[config.mk]
export PLATFORM = sky130hd
export DESIGN_NAME = cpu_run_monitor_flat
export DESIGN_NICKNAME = d
export VERILOG_FILES = /design/src/rtl/cpu_run_monitor_pkg.sv /design/src/rtl/cpu_run_monitor_if.sv /design/src/rtl/cpu_mon_halt_detect.sv /design/src/rtl/cpu_run_monitor.sv /design/src/flat_wrapper.sv
export SDC_FILE = /design/constraint.sdc
export NUM_CORES = 1
export LEC_CHECK = 0
export BUFFER_PORTS_ARGS = -buffer_cell sky130_fd_sc_hd__buf_2
export CAP_MARGIN = 5
export CORE_AREA = 2 2 101 103
export CTS_CLUSTER_DIAMETER = 30
export CTS_CLUSTER_SIZE = 14
export DETAILED_ROUTE_END_ITERATION = 10
export DIE_AREA = 0 0 103 105
export PLACE_DENSITY = 0.87
export SLEW_MARGIN = 20
export SYNTH_ARGS = -nofsm -noshare
export SYNTH_HDL_FRONTEND = slang
export SYNTH_SLANG_ARGS = --single-unit
[constraint.sdc]
create_clock -name sysclk -period 4.9 [get_ports sysclk]
set_input_delay 0.49 -clock sysclk [delete_from_list [all_inputs] [get_ports sysclk]]
set_output_delay 0.49 -clock sysclk [all_outputs]
set_load 0.05 [all_outputs]
[src/rtl/cpu_run_monitor_pkg.sv]
// Shared definitions for the CPU run monitor: state encoding and a small state helper.
package cpu_mon_pkg;

    localparam int STATE_W = 3;

    localparam logic [STATE_W-1:0] ST_IDLE    = 3'd0;
    localparam logic [STATE_W-1:0] ST_RESET   = 3'd1;
    localparam logic [STATE_W-1:0] ST_RUN     = 3'd2;
    localparam logic [STATE_W-1:0] ST_PASS    = 3'd3;
    localparam logic [STATE_W-1:0] ST_FAIL    = 3'd4;
    localparam logic [STATE_W-1:0] ST_TIMEOUT = 3'd5;

    typedef enum logic [STATE_W-1:0] {
        S_IDLE    = ST_IDLE,
        S_RESET   = ST_RESET,
        S_RUN     = ST_RUN,
        S_PASS    = ST_PASS,
        S_FAIL    = ST_FAIL,
        S_TIMEOUT = ST_TIMEOUT
    } state_e;

    // A verdict state is terminal until the next launch.
    function automatic logic is_verdict(input state_e s);
        return (s == S_PASS) || (s == S_FAIL) || (s == S_TIMEOUT);
    endfunction

endpackage

[src/rtl/cpu_run_monitor_if.sv]
// Bundle between the run monitor (slave) and the CPU/bench side (master).
interface cpu_run_monitor_if #(
    parameter int XLEN  = 32,
    parameter int CNT_W = 32
);
    logic             start;
    logic [XLEN-1:0]  pc;
    logic             rf_we;
    logic [4:0]       rf_waddr;
    logic [XLEN-1:0]  rf_wdata;
    logic             cpu_nrst;
    logic             busy;
    logic             done;
    logic             pass;
    logic             fail;
    logic             timeout;
    logic [XLEN-1:0]  result;
    logic [CNT_W-1:0] cycle_count;

    modport slave (
        input  start, pc, rf_we, rf_waddr, rf_wdata,
        output cpu_nrst, busy, done, pass, fail, timeout, result, cycle_count
    );

    modport master (
        output start, pc, rf_we, rf_waddr, rf_wdata,
        input  cpu_nrst, busy, done, pass, fail, timeout, result, cycle_count
    );
endinterface

[src/rtl/cpu_mon_halt_detect.sv]
// Self-loop detector: counts consecutive enabled cycles in which the PC did not change.
module cpu_mon_halt_detect #(
    parameter int XLEN        = 32,
    parameter int HALT_CYCLES = 8
) (
    input  logic            clk,
    input  logic            srst,
    input  logic            i_clear,
    input  logic            i_enable,
    input  logic [XLEN-1:0] i_pc,
    output logic            o_halt
);
    localparam int HC_W = $clog2(HALT_CYCLES);
    localparam logic [HC_W-1:0] HALT_LAST = HC_W'(HALT_CYCLES - 1);

    logic [XLEN-1:0] r_pc_prev;
    logic            r_valid;
    logic [HC_W-1:0] r_cnt;
    logic [HC_W-1:0] w_cnt_next;

    // Without a valid previous PC the first enabled cycle counts as a change.
    always_comb begin
        w_cnt_next = r_cnt;
        if (!r_valid || (i_pc != r_pc_prev)) begin
            w_cnt_next = '0;
        end else if (r_cnt != HALT_LAST) begin
            w_cnt_next = r_cnt + HC_W'(1);
        end
    end

    assign o_halt = i_enable && (w_cnt_next == HALT_LAST);

    always_ff @(posedge clk) begin
        if (srst || i_clear) begin
            r_pc_prev <= '0;
            r_valid   <= 1'b0;
            r_cnt     <= '0;
        end else if (i_enable) begin
            r_pc_prev <= i_pc;
            r_valid   <= 1'b1;
            r_cnt     <= w_cnt_next;
        end
    end

endmodule

[src/rtl/cpu_run_monitor.sv]
// Run controller/checker beside the CPU: sequences its reset, detects halt, judges the result.
module cpu_run_monitor #(
    parameter int XLEN         = 32,
    parameter int RESET_CYCLES = 4,
    parameter int MAX_CYCLES   = 20000,
    parameter int HALT_CYCLES  = 8,
    parameter int RESULT_REG   = 10,
    parameter int PASS_VALUE   = 0,
    parameter int CNT_W        = 32
) (
    input  logic               sysclk,
    input  logic               rst,
    cpu_run_monitor_if.slave   bus
);
    import cpu_mon_pkg::*;

    localparam int HOLD_W = $clog2(RESET_CYCLES + 1);
    localparam logic [HOLD_W-1:0] HOLD_LAST = HOLD_W'(RESET_CYCLES - 1);

    state_e            r_state;
    state_e            w_state_next;
    logic [HOLD_W-1:0] r_hold;
    logic [CNT_W-1:0]  r_count;
    logic [CNT_W-1:0]  w_count_inc;
    logic [XLEN-1:0]   r_result;
    logic [XLEN-1:0]   w_result_next;
    logic              r_cpu_nrst;
    logic              r_busy;
    logic              r_done;
    logic              r_pass;
    logic              r_fail;
    logic              r_timeout;
    logic              w_launch;
    logic              w_run;
    logic              w_result_wr;
    logic              w_halt;
    logic              w_timeout;
    logic              w_judge_pass;

    assign w_run       = (r_state == S_RUN);
    assign w_launch    = bus.start && ((r_state == S_IDLE) || is_verdict(r_state));
    assign w_count_inc = (r_count == '1) ? r_count : r_count + CNT_W'(1);
    assign w_timeout   = w_run && (w_count_inc >= CNT_W'(MAX_CYCLES));

    assign w_result_wr = w_run && bus.rf_we && (bus.rf_waddr != 5'd0)
                         && (bus.rf_waddr == 5'(RESULT_REG));

    always_comb begin
        w_result_next = r_result;
        if (w_launch) begin
            w_result_next = '0;
        end else if (w_result_wr) begin
            w_result_next = bus.rf_wdata;
        end
    end

    // Judge the bypassed value so a result write in the halt cycle is honoured.
    assign w_judge_pass = (w_result_next == XLEN'(PASS_VALUE));

    cpu_mon_halt_detect #(
        .XLEN        (XLEN),
        .HALT_CYCLES (HALT_CYCLES)
    ) u_halt (
        .clk      (sysclk),
        .srst     (rst),
        .i_clear  (!w_run),
        .i_enable (w_run),
        .i_pc     (bus.pc),
        .o_halt   (w_halt)
    );

    always_comb begin
        w_state_next = r_state;
        case (r_state)
            S_IDLE: begin
                if (bus.start) w_state_next = S_RESET;
            end
            S_RESET: begin
                if (r_hold == HOLD_LAST) w_state_next = S_RUN;
            end
            S_RUN: begin
                if (w_halt) begin
                    w_state_next = w_judge_pass ? S_PASS : S_FAIL;
                end else if (w_timeout) begin
                    w_state_next = S_TIMEOUT;
                end
            end
            S_PASS, S_FAIL, S_TIMEOUT: begin
                if (bus.start) w_state_next = S_RESET;
            end
            default: w_state_next = S_IDLE;
        endcase
    end

    always_ff @(posedge sysclk) begin
        if (rst) begin
            r_state    <= S_IDLE;
            r_hold     <= '0;
            r_count    <= '0;
            r_result   <= '0;
            r_cpu_nrst <= 1'b0;
            r_busy     <= 1'b0;
            r_done     <= 1'b0;
            r_pass     <= 1'b0;
            r_fail     <= 1'b0;
            r_timeout  <= 1'b0;
        end else begin
            r_state  <= w_state_next;
            r_result <= w_result_next;

            if (w_launch) begin
                r_count <= '0;
            end else if (w_run) begin
                r_count <= w_count_inc;
            end

            if (r_state != S_RESET) begin
                r_hold <= '0;
            end else if (r_hold != HOLD_LAST) begin
                r_hold <= r_hold + HOLD_W'(1);
            end

            // Flags follow the state being entered so they line up with it.
            r_cpu_nrst <= (w_state_next == S_RUN) || is_verdict(w_state_next);
            r_busy     <= (w_state_next == S_RESET) || (w_state_next == S_RUN);
            r_done     <= is_verdict(w_state_next);
            r_pass     <= (w_state_next == S_PASS);
            r_fail     <= (w_state_next == S_FAIL);
            r_timeout  <= (w_state_next == S_TIMEOUT);
        end
    end

    assign bus.cpu_nrst    = r_cpu_nrst;
    assign bus.busy        = r_busy;
    assign bus.done        = r_done;
    assign bus.pass        = r_pass;
    assign bus.fail        = r_fail;
    assign bus.timeout     = r_timeout;
    assign bus.result      = r_result;
    assign bus.cycle_count = r_count;

endmodule

[src/flat_wrapper.sv]
// flat-port wrapper written by rule: the top's interface ports become plain ports
module cpu_run_monitor_flat import cpu_mon_pkg::*;
#(
    parameter int XLEN         = 32,
    parameter int RESET_CYCLES = 4,
    parameter int MAX_CYCLES   = 20000,
    parameter int HALT_CYCLES  = 8,
    parameter int RESULT_REG   = 10,
    parameter int PASS_VALUE   = 0,
    parameter int CNT_W        = 32
)
  (sysclk, rst, bus_start, bus_pc, bus_rf_we, bus_rf_waddr, bus_rf_wdata, bus_cpu_nrst, bus_busy, bus_done, bus_pass, bus_fail, bus_timeout, bus_result, bus_cycle_count);
  cpu_run_monitor_if #(.XLEN(XLEN), .CNT_W(CNT_W)) bus_i ();
  input  logic sysclk;
  input  logic rst;
  input wire logic [$bits(bus_i.start)-1:0] bus_start;
  input wire logic [$bits(bus_i.pc)-1:0] bus_pc;
  input wire logic [$bits(bus_i.rf_we)-1:0] bus_rf_we;
  input wire logic [$bits(bus_i.rf_waddr)-1:0] bus_rf_waddr;
  input wire logic [$bits(bus_i.rf_wdata)-1:0] bus_rf_wdata;
  output wire logic [$bits(bus_i.cpu_nrst)-1:0] bus_cpu_nrst;
  output wire logic [$bits(bus_i.busy)-1:0] bus_busy;
  output wire logic [$bits(bus_i.done)-1:0] bus_done;
  output wire logic [$bits(bus_i.pass)-1:0] bus_pass;
  output wire logic [$bits(bus_i.fail)-1:0] bus_fail;
  output wire logic [$bits(bus_i.timeout)-1:0] bus_timeout;
  output wire logic [$bits(bus_i.result)-1:0] bus_result;
  output wire logic [$bits(bus_i.cycle_count)-1:0] bus_cycle_count;
  assign bus_i.start = bus_start;
  assign bus_i.pc = bus_pc;
  assign bus_i.rf_we = bus_rf_we;
  assign bus_i.rf_waddr = bus_rf_waddr;
  assign bus_i.rf_wdata = bus_rf_wdata;
  assign bus_cpu_nrst = bus_i.cpu_nrst;
  assign bus_busy = bus_i.busy;
  assign bus_done = bus_i.done;
  assign bus_pass = bus_i.pass;
  assign bus_fail = bus_i.fail;
  assign bus_timeout = bus_i.timeout;
  assign bus_result = bus_i.result;
  assign bus_cycle_count = bus_i.cycle_count;
  cpu_run_monitor #(.XLEN(XLEN), .RESET_CYCLES(RESET_CYCLES), .MAX_CYCLES(MAX_CYCLES), .HALT_CYCLES(HALT_CYCLES), .RESULT_REG(RESULT_REG), .PASS_VALUE(PASS_VALUE), .CNT_W(CNT_W)) u_core (.sysclk(sysclk), .rst(rst), .bus(bus_i));
endmodule
; Word-level counts from Yosys, hierarchy flattened
; Index checks and enable logic that the tools add are counted.
[totals]
register_bits = 112
output_inout_bits = 70
elab_cells = 69
[op_classes]
add_sub_neg = 3
magnitude_cmp = 1
eq_ne = 18
muxes = 11
reduce_logical = 23
[op_table]
columns = op, count
row1 = 2-to-1 mux 32 bit, 3
row2 = "adder 32 x 1 -> 32 bit, second input constant", 1
row3 = "equality test 32 bit, second input constant", 1
row4 = "greater-or-equal comparator 32 x 15 -> 1 bit, second input constant", 1
row5 = logical NOT 32 bit, 1
row6 = inequality test 32 bit, 1
row7 = 2-to-1 mux 3 bit, 7
row8 = "equality test 3 x 2 -> 1 bit, second input constant", 5
row9 = "equality test 3 bit, second input constant", 5
row10 = logical OR 1 bit, 9
row11 = case mux 3 bit (3 select lines), 1
row12 = "adder 3 x 1 -> 3 bit, second input constant", 2
row13 = "equality test 3 x 1 -> 1 bit, second input constant", 2
row14 = logical AND 1 bit, 6
row15 = "equality test 5 x 4 -> 1 bit, second input constant", 1
row16 = nonzero test 5 bit, 1
row17 = OR reduction 2 bit, 2
row18 = OR reduction 4 bit, 1
row19 = logical NOT 3 bit, 1
row20 = "inequality test 3 x 1 -> 1 bit, second input constant", 1
row21 = "inequality test 3 x 2 -> 1 bit, second input constant", 1
row22 = "inequality test 3 bit, second input constant", 1
row23 = logical NOT 1 bit, 2

; Longest topological paths before layout
; Gate-level depths: netlist (run 1).
[depth]
ltp_word = 14
ltp_mapped = 12
ltp_nobuf = 10

; Hierarchy
; Synthesis (run 1) repeated with hierarchy kept, for this count alone.
[hier_totals]
hier_cells = 688
area_unflattened_um2 = 5898.2
[modules_own_cells]
columns = mod, n_inst, cells_each, area_per_inst_um2, seq_area_each_um2
row1 = cpu_run_monitor, 1, 510, 4176.5, 1521.5
row2 = cpu_mon_halt_detect, 1, 178, 1721.7, 720.7

; Worst setup path before layout (run 1)
; No wires, ideal clock.
[synth_path]
kind = register to register
startpoint = register u_core.r_count[0] (netlist: u_core.bus.cycle_count[0])
endpoint = register u_core.r_done (netlist: u_core.bus.done)
t_arrival_ns = 2.903
required_time_ns = 4.772
slack_ns = 1.869
stages_incl_launch_ff = 11
path_buffers = 0
cell_sequence = dfxtp_1 -> ha_1 -> nand4_1 -> or4_1 -> or3_1 -> nand4_1 -> a22oi_1 -> and4_1 -> nand4_4 -> a2bb2oi_2 -> o22ai_1
[synth_between]
elab_chain_len = 10
elab_cells_between_ends = 13
cone_classes = add/sub (1) / order compare (1) / eq/ne (4) / mux (4) / reduce/logical (3)
[synth_lines]
columns = element, line_no
row1 = "start, declared", cpu_run_monitor.sv:23  ; logic [CNT_W-1:0] r_count;
row2 = "start signal, assigned", cpu_run_monitor.sv:114  ; r_count <= w_count_inc;
row3 = adder 32 x 1 -> 32 bit or equality test 32 bit (tied branches), cpu_run_monitor.sv:42  ; assign w_count_inc = (r_count == '1) ? r_count : r_count + CNT_W'(1);
row4 = 2-to-1 mux 32 bit *, cpu_run_monitor.sv:42
row5 = greater-or-equal comparator 32 x 15 -> 1 bit *, cpu_run_monitor.sv:43  ; assign w_timeout = w_run && (w_count_inc >= CNT_W'(MAX_CYCLES));
row6 = logical AND 1 bit *, cpu_run_monitor.sv:43
row7 = 2-to-1 mux 3 bit *, cpu_run_monitor.sv:84  ; end else if (w_timeout) begin
row8 = 2-to-1 mux 3 bit *, cpu_run_monitor.sv:82  ; if (w_halt) begin
row9 = case mux 3 bit (3 select lines) *, cpu_run_monitor.sv:74  ; case (r_state)
row10 = equality test 3 x 2 -> 1 bit or equality test 3 bit (tied branches), cpu_run_monitor_pkg.sv:24  ; return (s == S_PASS) || (s == S_FAIL) || (s == S_TIMEOUT);
row11 = logical OR 1 bit, cpu_run_monitor_pkg.sv:24
row12 = logical OR 1 bit *, cpu_run_monitor_pkg.sv:24
row13 = "end signal, assigned", cpu_run_monitor.sv:126  ; r_done <= is_verdict(w_state_next);
row14 = "end, declared", cpu_run_monitor.sv:29  ; logic r_done;
; Mark *: on every way between the ends. The rest lies on a longest branch, timed or not.
; A chain may end at the register's enable or synchronous reset.

; Final worst setup path (run 1)
; Same ends and word-level chain as after synthesis.

==> reports/qor.csv, run 1 <==
stage;metric;value;unit
run_status;status;finished clean;
synth;yosysMostFrequentCell;dfxtp_1;
min_path;holdPathEnd;u_core.r_state[0]$_SDFF_PP0_;
detailed_routing;ant_nets;0;
floorplanning;rows;36;
finish;layout-drive-gt1-share;24.6;%
clocking;ctsLongestPathBuffers;2;
clocking;root_buffer;clkbuf_8;
floorplanning;start_util;56.7;%
synth;yosysSeqAreaShare;41.0;%
synth;synth_area_leaders;dfxtp_1 41%, xor2_1 7.4%, nand2_1 6.4%, nor2_1 4.1%, and3_1 4.0%;
setup_path;end_kind;flop;
timing;hold_viol_final;0;
run;drv_cap;0;
timing;fin_crit;3.53;ns
min_path;hold_path_depth;2;
global_route;antenna_found_initial;0;
timing;fin_crit_sh;72.0;%
timing;setup_viol;0;
detailed_routing;wl_per_cell;15.1;µm
setup_path;ff2ff_path_depth;10;
detailed_routing;drt_first_pass_iters;5;
synth;ys_ff_latch;112;
finish;design_area;6340;µm²
synth;synthArstFlopShare;0;%
timing;hold_ws;0.308;ns
pwr;p_leak;0.00268;µW
detailed_routing;routed_wirelength;13500;µm
timing;fin_worst_skew;0.00946;ns
synth;synth_top_area_cell;dfxtp_1;
floorplanning;fp.dieW;103;µm
setup_path;critPathArrivalTime;3.80;ns
detailed_routing;routed_via_density;5.71;
clocking;cts_resized;0;
timing;worst_slack;1.37;ns
timing;setup_tns;0;ns
setup_path;critPathMaxFanout;11;
global_route;grt_pass1_wl;21300;µm
setup_path;r2r-start;u_core.bus.cycle_count[0]$_SDFFE_PP0P_;
floorplanning;die_h;105;µm
timing;max_slew.worst_pin.slew;0.995;ns
pwr;irDropWorstVdd;0.000138;V
synth;netlist_top_cells_count;112 x dfxtp_1, 93 x nand2_1, 60 x nor2_1;
synth;syn-instance-count;642;
floorplanning;pin_count;143;
place;placed_cell_area;6130;µm²
setup_path;r2r_setup_slack;1.37;ns
place;post-place-ws;1.48;ns
min_path;hp-start;rst;
clocking;tritoncts;built;
detailed_routing;drc;0;
global_route;gr-total-overflow;0;
synth;synth.distinct_cells;67;
clocking;cts.clk_slew.worst_paths;0.10;ns
global_route;track_usage;24.0;%
clocking;cts_setup_buffers;0;
timing;slew_viol_final;0;
synth;synth_flop_cell;dfxtp_1;
synth;synth_nets;719;
detailed_routing;drtIter0Drc;263;
clocking;cts_buffers;9;
timing;relSlewSlack;33.4;%
place;dp.final_hpwl;9820;µm
synth;synth_edf_count;0;
finish;n_antenna_cell;0;
detailed_routing;num_vias;5105;
global_route;grt_max_degree;65;
timing;rsz0062_at_grt;false;
pwr;power_density;246;nW/µm²
synth;synth.cell_area;5470;µm²
floorplanning;core_area;9640;µm²
finish;area_growth;16.0;%
clocking;postCtsHoldBufs;0;
finish;fin_nets;834;
floorplanning;die-area;10800;µm²
synth;ys_warn_count;0;
pwr;total_power;1560;µW
setup_path;required;5.17;ns
global_route;first_global_vias;4843;
setup_path;r2r-end;u_core.bus.done$_SDFF_PP0_;
clocking;clk_latency;0.39;ns
place;gp_congestion;0.916;
min_path;hp-class;primary input to flop;
synth;avgSynthCellArea;8.51;µm²
clocking;cts_htree_levels;3;
setup_path;start_kind;flop;
setup_path;crit_path_start;u_core.bus.cycle_count[0]$_SDFFE_PP0P_;
synth;yosysTopAreaCellShare;41.0;%
setup_path;crit_type;flop to flop;
timing;fmax;283;MHz
clocking;clock-sinks;112;
place;io_buffers;142;
routing by layer:
metal / wire [µm] / global-route usage, %
met1: 5720 / 28.9
met2: 6560 / 40.4
met3: 821 / 4.88
met4: 379 / 10.9
met5: 0 / 0
metrics by stage:
stage                     cells  utilization [%]
after floorplan             642                -
after global placement      879             63.6
after detailed placement    879             63.6
after CTS                   894             65.7
after global routing        894             65.7
final                       894             65.7
cell type report:
cell class,count,area (µm²)
multi-input cells,478,2950
flip-flops and latches,112,2240
clock inverters,5,63.8
repair buffers,145,733
inverters,11,41.3
fillers,848,3300
well taps,133,166
clock buffers,10,138
power by group:
group	internal, µW	leakage [µW]	switching [µW]
Sequential	912	0.000902	1.99
Clock	253	0.000105	314
Combinational	33.7	0.00167	47.0
Total	1200	0.00268	363
critical path: stages, from the launching register on:
cell and delay (ns):
dfxtp_1 0.52, ha_1 0.31, and4_1 0.43, nand4_1 0.16, nor4_2 0.77, o21ai_0 0.22, a211oi_1 0.35, o22ai_1 0.18
nand4_4 0.13, a2bb2oi_2 0.23, o22ai_1 0.12
cells by family (layout without fill, tap and decap cells):
| logic type | Yosys count | count (layout) | share of synthesized area [%] |
|---|---|---|---|
| AND/OR/NAND/NOR | 319 | 319 | 31.7 |
| XOR/XNOR | 70 | 70 | 11.2 |
| buffers and inverters | 52 | 171 | 5.08 |
| flip-flops | 112 | 112 | 41.0 |
| adder cells (fa/ha/maj) | 4 | 4 | 0.916 |
| AO/OA/AOI/OAI | 80 | 80 | 9.18 |
| multiplexers | 5 | 5 | 0.916 |
worst max-delay path by stage:
stage	slack (ns)	to
2_1_floorplan	1.87	u_core.bus.done$_SDFF_PP0_
4_1_cts	1.45	u_core.bus.done$_SDFF_PP0_
5_1_grt	1.14	u_core.bus.done$_SDFF_PP0_
3_5_place_dp	1.48	u_core.bus.done$_SDFF_PP0_
6_report	1.37	u_core.bus.done$_SDFF_PP0_
3_3_place_gp	1.73	u_core.bus.done$_SDFF_PP0_
registers in the layout (all words and copies together) (netlist names):
signal                   count
u_core.u_halt.r_pc_prev     32
u_core.bus.fail              1
u_core.u_halt.r_cnt          3
u_core.bus.timeout           1
u_core.bus.busy              1
u_core.bus.pass              1
u_core.bus.done              1
u_core.r_hold                3
u_core.u_halt.r_valid        1
u_core.bus.cpu_nrst          1
u_core.bus.cycle_count      32
u_core.r_state               3
u_core.bus.result           32
cells in the final DEF (no fill, tap or decap), drive strengths merged, types with 2 or more instances in the layout:
| cell | n |
|---|---|
| clkinv | 2 |
| a211oi | 2 |
| xnor2 | 24 |
| o211ai | 2 |
| inv | 13 |
| nor2 | 61 |
| o41ai | 2 |
| or4bb | 2 |
| nor4 | 29 |
| and4 | 6 |
| o21ai | 10 |
| a31oi | 2 |
| nand3 | 20 |
| mux2i | 5 |
| o22ai | 2 |
| or2 | 2 |
| ha | 4 |
| dfxtp | 112 |
| and3 | 37 |
| or4b | 2 |
| nand2 | 93 |
| buf | 145 |
| a41oi | 2 |
| or4 | 3 |
| a21oi | 45 |
| or3 | 10 |
| nand4 | 30 |
| nor3b | 3 |
| xor2 | 46 |
| clkbuf | 10 |
| nand2b | 5 |
| nor3 | 12 |
Power figures use the tool's default switching activity.
==> run 2, diff against run 1 <==
Settings changed: CORE_AREA 2 2 101 103 to 2 2 105 107, DIE_AREA 0 0 103 105 to 0 0 107 109, PLACE_DENSITY 0.87 to 0.82.
Clock period 4.9 ns to 3.66 ns, I/O delays scaled along.
==> reports/qor.csv, run 2 (synthesis results as in run 1) <==
stage;metric;value;unit;change
finish;mostFrequentLayoutCell;buf_2;;
global_route;grt_pass1_wl;21100;µm;-1.0%
clocking;clk_latency;0.36;ns;-0.03 ns
global_route;track_usage;22.2;%;-1.8 points
setup_path;r2r-start;u_core.bus.cycle_count[1]$_SDFFE_PP0P_;;
global_route;gr-total-overflow;0;;unchanged
setup_path;r2r_setup_slack;0.52;ns;-0.85 ns
setup_path;start_kind;flop;;
setup_path;critPathArrivalTime;3.43;ns;-0.37 ns
clocking;cts_htree_levels;3;;unchanged
timing;setup_tns;0;ns;unchanged
clocking;tritoncts;built;;
global_route;first_global_vias;4588;;-5.3%
setup_path;r2r-end;u_core.bus.fail$_SDFF_PP0_;;
setup_path;ff2ff_path_depth;10;;unchanged
timing;fmax;318;MHz;+12%
clocking;clock-sinks;112;;unchanged
detailed_routing;ant_nets;0;;unchanged
clocking;cts_resized;0;;unchanged
min_path;hp-class;primary input to flop;;
timing;slew_viol_final;0;;unchanged
finish;fin_nets;839;;+0.60%
min_path;hp-start;rst;;
pwr;irDropWorstVdd;0.000228;V;+65%
finish;layout-drive-gt1-share;25.2;%;+0.59 points
floorplanning;core_area;10600;µm²;+10%
finish;design_area;6430;µm²;+1.4%
detailed_routing;drtIter0Drc;404;;+54%
finish;nFillCells;938;;+11%
clocking;cts.clk_slew.worst_paths;0.10;ns;about the same
clocking;cts_buffers;9;;unchanged
global_route;grt_max_degree;35;;-46%
detailed_routing;num_vias;5117;;+0.24%
timing;fin_crit;3.14;ns;-0.388 ns
setup_path;critPathMaxFanout;9;;-2
floorplanning;die-area;11700;µm²;+7.8%
detailed_routing;routed_via_density;5.64;;-1.2%
timing;setup_viol;0;;unchanged
timing;fin_worst_skew;0.0118;ns;+0.00235 ns
min_path;holdPathEnd;u_core.r_state[0]$_SDFF_PP0_;;
setup_path;crit_type;flop to flop;;
place;io_buffers;142;;unchanged
detailed_routing;drc;0;;unchanged
timing;rsz0062_at_grt;false;;
global_route;antenna_found_initial;0;;unchanged
setup_path;end_kind;flop;;
min_path;hold_path_depth;2;;unchanged
floorplanning;pin_count;143;;unchanged
pwr;power_density;346;nW/µm²;+40%
finish;n_antenna_cell;0;;unchanged
detailed_routing;drt_first_pass_iters;5;;unchanged
detailed_routing;wl_per_cell;14.6;µm;-3.0%
pwr;p_leak;0.00272;µW;+1.6%
setup_path;required;3.95;ns;-1.22 ns
finish;area_growth;17.6;%;
floorplanning;rows;38;;+5.6%
place;dp.final_hpwl;9870;µm;+0.56%
run;drv_cap;0;;unchanged
timing;hold_viol_final;0;;unchanged
place;gp_congestion;0.967;;+5.6%
floorplanning;die_h;109;µm;+3.8%
clocking;postCtsHoldBufs;0;;unchanged
finish;final_cell_mix;142 x buf_2, 112 x dfxtp_1, 92 x nand2_1;;
timing;max_slew.worst_pin.slew;0.541;ns;-0.454 ns
pwr;total_power;2220;µW;+42%
floorplanning;fp.dieW;107;µm;+3.9%
floorplanning;start_util;51.5;%;-5.2 points
clocking;ctsLongestPathBuffers;2;;unchanged
timing;relSlewSlack;63.8;%;+30 points
clocking;root_buffer;clkbuf_8;;
run_status;status;finished clean;;
timing;fin_crit_sh;85.8;%;+14 points
clocking;cts_setup_buffers;0;;unchanged
place;placed_cell_area;6180;µm²;+0.76%
detailed_routing;routed_wirelength;13300;µm;-1.6%
## run 2: cell types whose count changed in the layout (fill, tap and decap cells not counted), sizes merged
| cell | delta |
|---|---|
| bufinv | +2 |
| clkinv | -1 |
| buf | +5 |
## run 2: worst max-delay path by stage
stage	from	to	slack, ns	cells past startpoint
6_report	u_core.bus.cycle_count[1]$_SDFFE_PP0P_	u_core.bus.fail$_SDFF_PP0_	0.52	10
5_1_grt	u_core.bus.cycle_count[1]$_SDFFE_PP0P_	u_core.bus.done$_SDFF_PP0_	0.33	10
4_1_cts	u_core.bus.cycle_count[0]$_SDFFE_PP0P_	u_core.bus.fail$_SDFF_PP0_	0.57	10
3_5_place_dp	u_core.bus.cycle_count[0]$_SDFFE_PP0P_	u_core.bus.fail$_SDFF_PP0_	0.58	10
3_3_place_gp	u_core.bus.cycle_count[0]$_SDFFE_PP0P_	u_core.bus.done$_SDFF_PP0_	0.78	10
2_1_floorplan	u_core.bus.cycle_count[0]$_SDFFE_PP0P_	u_core.bus.done$_SDFF_PP0_	0.63	10
## run 2: final cells by class
| cell class | count | area [µm²] | share of cell area, % |
|---|---|---|---|
| Inverter | 11 | 41.3 | 0.642 |
| Multi-Input combinational cell | 478 | 2950 | 45.9 |
| Clock inverter | 6 | 113 | 1.75 |
| Timing Repair Buffer | 150 | 771 | 12.0 |
| Tap cell | 140 | 175 | 2.73 |
| Sequential cell | 112 | 2240 | 34.9 |
| Clock buffer | 10 | 138 | 2.14 |
## run 2: metal layers
metal  track usage, %  part of all wire, %  vias up
li1                 -                    -     2489
met3             4.90                  7.2       18
met4             7.88                  1.4        0
met1             28.7                   43     2409
met5                0                    0        -
met2             36.5                   48      201
## run 2: critical path: stages (launching register included)
cell and delay [ns]:
dfxtp_1 0.50, ha_1 0.32, and4_1 0.43, nand2_1 0.23, nor4_1 0.38, o211ai_1 0.15, a22oi_1 0.18, and4_1 0.26
nand4_4 0.15, a21oi_4 0.23, nor3b_2 0.22
## run 2: through the flow
stage	hold WS [ns]	instances	setup slack (ns)	utilization, %
6_report	0.205	907	0.518	60.6
5_1_grt	0.203	907	0.331	60.6
4_1_cts	0.180	907	0.570	60.6
3_5_place_dp	0.464	891	0.585	58.3
3_3_place_gp	0.457	891	0.778	58.3
2_1_floorplan	0.438	642	0.629	-
## run 2: power by group
part           switching [µW]  internal [µW]
clock network             411            477
logic                    63.1           47.5
registers                2.73           1220
total                     477           1750
==> run 3, diff against run 2 <==
Settings changed: CORE_AREA 2 2 105 107 to 2 2 113 115, DIE_AREA 0 0 107 109 to 0 0 115 117, PLACE_DENSITY 0.82 to 0.79, SYNTH_HIERARCHICAL set to 1.
Clock period 3.66 ns to 2.55 ns, I/O delays scaled along.
==> reports/qor.csv, run 3 <==
stage;metric;value;unit;change
run_status;status;finished, violations left;;
run_status;violations;negative setup slack;;
pwr;irDropWorstVdd;0.000385;V;+69%
pwr;swShare;22.5;%;+1.1 points
detailed_routing;routed_wirelength;16200;µm;+22%
finish;final_cell_mix;142 x buf_2, 98 x nand2_1, 91 x nor2_1;;
setup_path;critPathArrivalTime;2.96;ns;-0.47 ns
setup_path;r2r_setup_slack;-0.12;ns;-0.63 ns
place;gp_congestion;0.941;;-2.7%
finish;layout-drive-gt1-share;38.5;%;+13 points
global_route;grt_max_degree;53;;+51%
run;drv_cap;0;;unchanged
detailed_routing;ant_nets;0;;unchanged
pwr;power_density;436;nW/µm²;+26%
floorplanning;die-area;13500;µm²;+15%
clocking;cts_htree_levels;3;;unchanged
finish;mostFrequentLayoutCell;buf_2;;
setup_path;r2r-end;u_core/bus.fail$_SDFF_PP0_;;
setup_path;endpoint;u_core/bus.fail$_SDFF_PP0_;;
min_path;hp-class;primary input to flop;;
synth;yosysSeqAreaShare;38.0;%;-3.0 points
pwr;clkPwrFrac;44.0;%;+4.0 points
clocking;tritoncts;built;;
detailed_routing;routed_via_density;5.54;;-1.8%
finish;fin_nets;966;;+15%
floorplanning;die_h;117;µm;+7.3%
timing;max_slew.worst_pin.slew;0.670;ns;+0.129 ns
timing;fmax;375;MHz;+18%
setup_path;crit_path_max_incr_delay;0.36;ns;-0.14 ns
floorplanning;rows;41;;+7.9%
pwr;p_leak;0.00313;µW;+15%
pwr;switchingPower;768;µW;+61%
timing;fin_crit_sh;105;%;+19 points
setup_path;end_kind;flop;;
global_route;first_global_vias;5332;;+16%
global_route;track_usage;23.5;%;+1.3 points
setup_path;r2r-start;u_core/bus.cycle_count[1]$_SDFFE_PP0P_;;
timing;setup_tns;-0.780;ns;-0.780 ns
place;io_buffers;142;;unchanged
finish;area_growth;32.5;%;
detailed_routing;drtIter0Drc;379;;-6.2%
clocking;postCtsHoldBufs;0;;unchanged
timing;relSlewSlack;55.3;%;-8.5 points
detailed_routing;num_vias;5781;;+13%
synth;synth.distinct_cells;74;;+10%
synth;synth_nets;765;;+6.4%
synth;netlist_top_cells_count;112 x dfxtp_1, 98 x nand2_1, 91 x nor2_1;;
setup_path;crit_path_start;u_core/bus.cycle_count[1]$_SDFFE_PP0P_;;
synth;synth.cell_area;5900;µm²;+7.9%
global_route;antenna_found_initial;0;;unchanged
clocking;cts_buffers;9;;unchanged
timing;fin_crit;2.67;ns;-0.476 ns
synth;synth_area_leaders;dfxtp_1 38%, xnor2_1 7.4%, nand2_1 6.2%, nor2_1 5.8%, mux2i_1 5.6%;;
synth;avgSynthCellArea;8.57;µm²;+0.71%
global_route;grt_pass1_wl;25300;µm;+20%
clocking;clk_latency;0.35;ns;about the same
setup_path;slowest_stage;dfxtp_4;;
floorplanning;fp.dieW;115;µm;+7.5%
pwr;seq_power_share;51.0;%;-4.1 points
setup_path;critPathMaxFanout;4;;-5
clocking;cts.clk_slew.worst_paths;0.08;ns;-0.02 ns
min_path;hold_path_depth;3;;+1
setup_path;cp_top_family;compound AO/OA/AOI/OAI gates;;
synth;yosysTopAreaCellShare;38.0;%;-3.0 points
floorplanning;core_area;12300;µm²;+16%
synth;synthArstFlopShare;0;%;unchanged
synth;synth_flop_cell;dfxtp_1;;
pwr;combPwrFrac;5.0;%;about the same
setup_path;crit_path_frequent_cell;buf_6;;
synth;yosysMostFrequentCell;dfxtp_1;;
finish;n_antenna_cell;0;;unchanged
floorplanning;pin_count;143;;unchanged
synth;ys_warn_count;6;;+6
timing;hold_viol_final;0;;unchanged
timing;slew_viol_final;0;;unchanged
setup_path;worstPathCellList;ha_4, nand4_4, buf_6, nor3_4, nand4_2, a211o_1, a221o_1, nor4_4, buf_4, o211ai_4, a21oi_4, buf_6, inv_1, nor2_1;;
place;dp.final_hpwl;12000;µm;+22%
setup_path;start_kind;flop;;
timing;fin_worst_skew;0.00651;ns;-0.00530 ns
min_path;hp-start;bus_rf_wdata[30];;
detailed_routing;drt_first_pass_iters;5;;unchanged
finish;post-route-util;63.5;%;+2.9 points
timing;rsz0062_at_grt;true;;
timing;worst_slack;-0.116;ns;-0.634 ns
setup_path;path_buf_inv;4;;+4
pwr;internal_power;2640;µW;+51%
setup_path;ff2ff_path_depth;14;;+4
setup_path;cp.depth;14;;+4
synth;synth_top_area_cell;dfxtp_1;;
synth;ys_ff_latch;112;;unchanged
detailed_routing;wl_per_cell;15.5;µm;+6.3%
clocking;root_buffer;clkbuf_16;;
detailed_routing;drc;0;;unchanged
setup_path;required;2.84;ns;-1.11 ns
global_route;gr-total-overflow;0;;unchanged
synth;syn-instance-count;688;;+7.2%
floorplanning;start_util;47.9;%;-3.6 points
timing;setup_viol;8;;+8
clocking;clock-sinks;112;;unchanged
clocking;ctsLongestPathBuffers;2;;unchanged
setup_path;crit_type;flop to flop;;
synth;synth_edf_count;0;;unchanged
==> run 3: cell types whose count changed after synthesis, moves of 3 or more <==
| cell | delta |
|---|---|
| nand2_1 | +5 |
| xnor2_1 | +26 |
| xor2_1 | -21 |
| nand2b_1 | -4 |
| nor4_1 | -5 |
| nand4_2 | +3 |
| mux2i_1 | +28 |
| nor4_2 | -4 |
| nand3_1 | -5 |
| nor2_1 | +31 |
| or2_2 | +3 |
| and3_2 | +5 |
| inv_1 | -3 |
| and3_1 | -22 |
==> run 3: worst min-delay path by stage <==
stage / endpoint / slack [ns]
floorplan: u_core/bus.result[0]$_SDFF_PP0_ / 0.39
global placement: u_core/u_halt/r_valid$_SDFFE_PP0P_ / 0.44
detailed placement: u_core/bus.result[22]$_SDFF_PP0_ / 0.46
CTS: u_core/bus.result[30]$_SDFF_PP0_ / 0.14
global route: u_core/bus.result[30]$_SDFF_PP0_ / 0.15
finish: u_core/bus.result[30]$_SDFF_PP0_ / 0.14
==> run 3: area by class of cell <==
cell class | count | area (µm²)
fillers | 1035 | 4490
multi-input cells | 521 | 3510
flip-flops and latches | 112 | 2320
repair buffers | 236 | 1450
clock buffers | 11 | 253
well taps | 150 | 188
clock inverters | 5 | 61.3
inverters | 9 | 41.3
==> run 3: power by group through the flow <==
stage / clock network, µW / logic, µW / registers, µW
after floorplan: 0 / 68.6 / 1780
after global placement: 0 / 163 / 1780
after detailed placement: 0 / 166 / 1780
after CTS: 1520 / 169 / 1740
after global routing: 1580 / 186 / 1740
final: 1500 / 170 / 1740
==> run 3: cells by family (layout without fill, tap and decap cells) <==
| kind of cell | Yosys count | after routing | synth area share [%] |
|---|---|---|---|
| simple gates | 328 | 328 | 29.4 |
| flops | 112 | 112 | 38.0 |
| compound gates | 81 | 81 | 9.27 |
| xor+xnor | 75 | 75 | 11.1 |
| buf+inv | 55 | 261 | 5.77 |
| mux | 33 | 33 | 5.60 |
| fa+ha+maj | 4 | 4 | 0.849 |
==> run 3: per-layer routing <==
| metal | share of wire [%] | global-route usage, % |
|---|---|---|
| met5 | 0 | 0 |
| met4 | 2.3 | 9.56 |
| met3 | 7.7 | 5.15 |
| met2 | 49 | 39.6 |
| met1 | 41 | 29.3 |
==> run 3: what timing repair did <==
action,in CTS,in global routing
setup endpoints to repair,8,20
pin swaps,16,15
buffers inserted,4,1
gates resized for setup,25,7
==> run 3: worst min-delay path: stages <==
cell and delay (ns):
buf_2 0.10, nand2_1 0.05, a21oi_1 0.05
==> run 3: per-stage QoR <==
step / cell area (µm²) / std cells / worst slack [ns] / hold WS [ns] / total power (µW)
2_1_floorplan: 6030 / 688 / -0.143 / 0.391 / 1850
5_1_grt: 7820 / 1044 / -0.265 / 0.147 / 3500
6_report: 7820 / 1044 / -0.116 / 0.142 / 3410
3_3_place_gp: 7310 / 1024 / -0.0882 / 0.440 / 1940
4_1_cts: 7780 / 1044 / -0.118 / 0.138 / 3420
3_5_place_dp: 7310 / 1024 / -0.152 / 0.465 / 1950
